$ cat src/rtl/apple_generator_pkg.sv
// Shared constants for the apple generator and the field stage.
package apple_generator_pkg;

   // Two-bit cell encoding used across the playfield datapath
   localparam logic [1:0] CELL_EMPTY = 2'b00;
   localparam logic [1:0] CELL_SNAKE = 2'b01;
   localparam logic [1:0] CELL_APPLE = 2'b10;
   localparam logic [1:0] CELL_BLOCK = 2'b11;

   // Galois feedback taps for the 16-bit generator
   localparam logic [15:0] LFSR_TAPS = 16'hB400;

   typedef enum logic [1:0] {
      ST_IDLE = 2'd0,
      ST_SCAN = 2'd1,
      ST_DONE = 2'd2,
      ST_FULL = 2'd3
   } state_t;

   // One right-shift Galois step
   function automatic logic [15:0] lfsr_next(input logic [15:0] v);
      return (v >> 1) ^ (v[0] ? LFSR_TAPS : 16'h0000);
   endfunction

endpackage

$ cat src/rtl/apple_generator_lfsr16.sv
// Free-running 16-bit Galois LFSR, reloaded with SEED on reset.
module lfsr16
   import apple_generator_pkg::*;
#(
   parameter logic [15:0] SEED = 16'hACE1
) (
   input  logic        clk,
   input  logic        rst,
   output logic [15:0] value
);

   // Advance every cycle regardless of what the consumer is doing
   always_ff @(posedge clk) begin
      if (rst) value <= SEED;
      else     value <= lfsr_next(value);
   end

endmodule

$ cat src/rtl/apple_generator.sv
// Picks a uniformly random empty cell: one multiply, then a one-cell-per-cycle scan.
module apple_generator
   import apple_generator_pkg::*;
#(
   parameter int unsigned SIZE_X = 10,
   parameter int unsigned SIZE_Y = 10,
   parameter logic [15:0] SEED   = 16'hACE1
) (
   input  logic                       clk,
   input  logic                       rst,
   input  logic                       req,
   input  logic [2*SIZE_X*SIZE_Y-1:0] field,
   input  logic [15:0]                empty_cells,
   output logic [7:0]                 apple_x,
   output logic [7:0]                 apple_y,
   output logic                       apple_valid,
   output logic                       no_space,
   output logic                       busy
);

   localparam int unsigned NCELLS   = SIZE_X * SIZE_Y;
   localparam int unsigned FW       = 2 * NCELLS;
   localparam logic [15:0] LAST_IDX = 16'(NCELLS - 1);
   localparam logic [7:0]  X_LAST   = 8'(SIZE_X - 1);

   state_t          state;
   logic [FW-1:0]   snap;
   logic [15:0]     target;
   logic [15:0]     hits;
   logic [15:0]     idx;
   logic [7:0]      x_cnt;
   logic [7:0]      y_cnt;
   logic [15:0]     lfsr_value;
   logic            cell_empty_c;

   lfsr16 #(.SEED(SEED)) u_lfsr (
      .clk   (clk),
      .rst   (rst),
      .value (lfsr_value)
   );

   // The snapshot shifts down each cycle, so the current cell is always in bits [1:0]
   assign cell_empty_c = (snap[1:0] == CELL_EMPTY);

   // Request handling, scan counters and registered pulse outputs
   always_ff @(posedge clk) begin
      if (rst) begin
         state       <= ST_IDLE;
         snap        <= '0;
         target      <= '0;
         hits        <= '0;
         idx         <= '0;
         x_cnt       <= '0;
         y_cnt       <= '0;
         apple_x     <= '0;
         apple_y     <= '0;
         apple_valid <= 1'b0;
         no_space    <= 1'b0;
         busy        <= 1'b0;
      end else begin
         case (state)
            ST_IDLE: begin
               if (req) begin
                  if (empty_cells == 16'd0) begin
                     no_space <= 1'b1;
                     state    <= ST_FULL;
                  end else begin
                     snap   <= field;
                     target <= 16'((32'(lfsr_value) * 32'(empty_cells)) >> 16);
                     hits   <= '0;
                     idx    <= '0;
                     x_cnt  <= '0;
                     y_cnt  <= '0;
                     busy   <= 1'b1;
                     state  <= ST_SCAN;
                  end
               end
            end
            ST_SCAN: begin
               if (cell_empty_c && (hits == target)) begin
                  apple_x     <= x_cnt;
                  apple_y     <= y_cnt;
                  apple_valid <= 1'b1;
                  busy        <= 1'b0;
                  state       <= ST_DONE;
               end else begin
                  if (cell_empty_c) hits <= hits + 16'd1;
                  if (idx == LAST_IDX) begin
                     // Field held fewer empty cells than empty_cells claimed
                     no_space <= 1'b1;
                     busy     <= 1'b0;
                     state    <= ST_FULL;
                  end else begin
                     snap <= snap >> 2;
                     idx  <= idx + 16'd1;
                     if (x_cnt == X_LAST) begin
                        x_cnt <= '0;
                        y_cnt <= y_cnt + 8'd1;
                     end else begin
                        x_cnt <= x_cnt + 8'd1;
                     end
                  end
               end
            end
            ST_DONE: begin
               apple_valid <= 1'b0;
               state       <= ST_IDLE;
            end
            ST_FULL: begin
               no_space <= 1'b0;
               state    <= ST_IDLE;
            end
            default: state <= ST_IDLE;
         endcase
      end
   end

endmodule

$ cat config.mk
export PLATFORM = sky130hd
export DESIGN_NAME = apple_generator
export DESIGN_NICKNAME = d
export VERILOG_FILES = /design/src/rtl/apple_generator_pkg.sv /design/src/rtl/apple_generator_lfsr16.sv /design/src/rtl/apple_generator.sv
export SDC_FILE = /design/constraint.sdc
export NUM_CORES = 1
export LEC_CHECK = 0
export ABC_AREA = 0
export BUFFER_PORTS_ARGS = -buffer_cell sky130_fd_sc_hd__buf_2
export CAP_MARGIN = 20
export CORE_MARGIN = 10
export CORE_UTILIZATION = 30
export CTS_BUF_LIST = sky130_fd_sc_hd__clkbuf_4 sky130_fd_sc_hd__clkbuf_8 sky130_fd_sc_hd__clkbuf_16
export CTS_CLUSTER_SIZE = 10
export DETAILED_ROUTE_END_ITERATION = 8
export PLACE_DENSITY = 0.57
export SLEW_MARGIN = 20
export SYNTH_ARGS = -nofsm -noshare
export SYNTH_HDL_FRONTEND = slang
export SYNTH_SLANG_ARGS = --single-unit
$ cat constraint.sdc
create_clock -name clk -period 8.1 [get_ports clk]
set_clock_uncertainty 0.05 [all_clocks]
set_input_delay 0.405 -clock clk [delete_from_list [all_inputs] [get_ports clk]]
set_output_delay 0.405 -clock clk [all_outputs]
set_load 0.02 [all_outputs]
==> flow_summary.json <==
{
  "fin_crit_sh_pct": 79.5,
  "synthCells": 2502,
  "post-route-drc-count": 0,
  "syn_area_per_cell_um2": 8.66,
  "max_cap_viol_count": 0,
  "drive_above_1_share_pct": 17.4,
  "final_util_pct": 34.7,
  "cts.sinks": 301,
  "cp_common_cell": "fa_1",
  "synthesis.area_mm2": 0.0217,
  "track_usage_pct": 13.2,
  "diodes": 0,
  "area_delta_synth_final_pct": 14.5,
  "root_buffer": "clkbuf_16",
  "num_io_pins": 238,
  "final_common_cell": "nand2_1",
  "vdd_drop_max_v": 0.000406,
  "crit_family": "adder cells",
  "synth_edf_count": 0,
  "coreArea_mm2": 0.0715,
  "post_cts_buffers": 0,
  "die_w_um": 289,
  "clockBufferDepth": 3,
  "power.density_mw_per_mm2": 355,
  "rsz0062_at_grt": "no",
  "cp_num_buf_inv": 3,
  "worstSetupStartpointType": "flip-flop",
  "final_cell_mix": "nand2_1 (575), dfxtp_1 (301), nor2_1 (279), buf_2 (236), inv_1 (222)",
  "antenna_found_initial": 3,
  "ant_nets": 0,
  "period_needed_ns": 6.44,
  "post_cts_resized": 0,
  "wl_per_cell_um": 15.4,
  "port_buffers": 237,
  "ys_seq_area_share_pct": 27.8,
  "synth-async-reset-ratio_pct": 0,
  "htreeDepth": 2,
  "crit_slowest_cell": "dfxtp_1",
  "worst_pin_slew_ns": 1.09,
  "via_count": 17085,
  "clk_pin_slew_ns": 0.05,
  "first_iter_violations": 1016,
  "yosysWarnings": 0,
  "grt_pass1_wl_um": 91700,
  "setup_viol_count_final": 0,
  "initial_utilization_pct": 30.3,
  "hpwl_um": 39500,
  "clkLatencyLatePin_ns": 0.56,
  "tns_ns": 0,
  "slew-limit-headroom_pct": 27.1,
  "final_nets": 3145,
  "dieArea_mm2": 0.0834,
  "slew_violations": 0,
  "cp_data_required_time_ns": 8.50,
  "seqCellArea_mm2": 0.00603,
  "grt_max_degree": 212,
  "drt-pass1-iter-count": 5,
  "synth_seq_cells": 301,
  "drt_wl_total_um": 55400,
  "hold_path.class": "in2reg",
  "grt_pass1_vias": 17463,
  "crit_chain": "nand2_1 > fa_1 > inv_1 > fa_1 > fa_1 > fa_1 > fa_1 > inv_1 > fa_1 > inv_1 > ha_1 > a21oi_1 > o31ai_1 > a311oi_1 > nand3_1 > o311a_1 > or3_1 > a31o_2",
  "status": "finished clean",
  "vias_per_cell": 4.75,
  "cts_tree": "yes",
  "place_congestion": 0.814,
  "worst-r2r-setup-slack_ns": 1.66,
  "cts_buffers": 40,
  "path_class": "reg2reg",
  "postSynthNetCount": 3020,
  "multiInputGateArea_mm2": 0.0141,
  "critPathMaxFanout": 17,
  "ys_types": 61,
  "finalHoldViolCount": 0,
  "endpoint_kind": "flip-flop",
  "fillers": 7466,
  "cpPeakStageDelay_ns": 0.71,
  "die_y_um": 289,
  "core.rowCount": 98,
  "grt-ovfl-total": 0,
  "ys.flop_type": "dfxtp_1",
  "p_leak_nw": 10.8,
  "arrival_ns": 6.84,
  "hold_buffers": 0,
  "fmax_mhz": 155
}
-- metrics by stage --
step	cells	hold WS (ns)	setup slack [ns]	total power, mW	area, um^2
after global routing	3599	0.0431	1.35	9.72	24800
after global placement	3535	0.408	1.74	7.03	23400
after floorplan	2502	0.393	2.03	5.83	21700
final	3599	0.0606	1.66	8.81	24800
after detailed placement	3535	0.411	1.66	6.99	23400
after CTS	3599	0.0224	1.64	8.94	24800
-- Yosys cell counts, types with 3 or more instances --
cell | count | area share [%]
a22oi_1 | 5 | 0.17
a21oi_1 | 41 | 0.95
ha_1 | 106 | 6.1
dfxtp_1 | 301 | 28
a211o_1 | 3 | 0.12
and2_1 | 126 | 3.6
or4_1 | 4 | 0.14
nand2b_1 | 3 | 0.087
buf_2 | 12 | 0.28
clkbuf_1 | 140 | 2.4
a31oi_1 | 4 | 0.12
fa_1 | 193 | 18
nor4_1 | 12 | 0.35
buf_6 | 15 | 0.78
o211ai_1 | 5 | 0.17
o21a_1 | 4 | 0.14
nand2_1 | 576 | 10
a311oi_1 | 69 | 2.8
and4_1 | 4 | 0.16
nor2b_1 | 12 | 0.35
and3_1 | 13 | 0.38
nand4_1 | 24 | 0.69
nand4b_1 | 3 | 0.12
or3_1 | 8 | 0.23
a21o_1 | 11 | 0.38
inv_1 | 222 | 3.8
or2_2 | 7 | 0.20
a211oi_1 | 3 | 0.10
nand3_1 | 23 | 0.53
a311oi_2 | 130 | 9.0
xor2_1 | 38 | 1.5
mux2i_1 | 18 | 0.83
nor2_1 | 279 | 4.8
o21ai_0 | 24 | 0.55
nor3_1 | 11 | 0.25
xnor2_1 | 21 | 0.85
-- final timing paths --
| kind | endpoint | cells after the start | start |
|---|---|---|---|
| worst min-delay path | snap[198] | 3 | field[198] |
| worst max register to register | target[9] | 18 | u_lfsr.value[8] |
| worst max-delay path | target[9] | 18 | u_lfsr.value[8] |
| worst min register to register | target[6] | 2 | target[6] |
-- routing by layer --
| metal | vias up | GRT usage [%] | part of all wire (%) |
|---|---|---|---|
| met5 | - | 0 | 0.061 |
| met4 | 6 | 3.01 | 1.9 |
| met3 | 72 | 3.73 | 6.7 |
| met2 | 364 | 20.5 | 45 |
| met1 | 8154 | 18.0 | 47 |
| li1 | 8489 | - | - |
-- report_power, final --
group / leakage (nW) / switching [mW] / internal, mW / total [mW]
combinational: 7.67 / 2.98 / 2.13 / 5.11
sequential: 2.48 / 0.146 / 1.72 / 1.87
clock: 0.673 / 0.695 / 1.14 / 1.83
-- worst reg2reg max path, stage by stage, from the launching register on --
cell and delay [ns]:
dfxtp_1 0.71, nand2_1 0.21, fa_1 0.59, inv_1 0.06, fa_1 0.49, fa_1 0.57
fa_1 0.43, fa_1 0.55, inv_1 0.06, fa_1 0.48, inv_1 0.04, ha_1 0.31
a21oi_1 0.27, o31ai_1 0.10, a311oi_1 0.26, nand3_1 0.21, o311a_1 0.39, or3_1 0.33
a31o_2 0.25
-- registers in the layout, indices dropped and copies added, names as in the netlist --
register	cells
snap	200
hits	16
idx	16
target	16
u_lfsr.value	16
apple_x	8
apple_y	8
x_cnt	8
y_cnt	8
state	2
apple_valid	1
busy	1
no_space	1
-- cell families (layout without fill, tap and decap cells) --
family                   after synthesis  in the layout  share of synthesized area, %
multiplexers                          18             18                         0.832
AO/OA/AOI/OAI                        323            323                          15.5
XOR/XNOR                              59             59                          2.39
adder cells (fa/ha/maj)              299            299                          24.0
flip-flops                           301            301                          27.8
buffers and inverters                392            539                          7.40
AND/OR/NAND/NOR                     1110           1110                          22.1
-- cell type report --
class | count | share of cell area, %
Multi-Input combinational cell | 1809 | 56.7
Sequential cell | 301 | 24.3
Timing Repair Buffer | 252 | 5.38
Tap cell | 950 | 4.79
Clock buffer | 56 | 4.74
Inverter | 223 | 3.38
Clock inverter | 8 | 0.742
No activity file was read; power rests on OpenSTA's default activity.
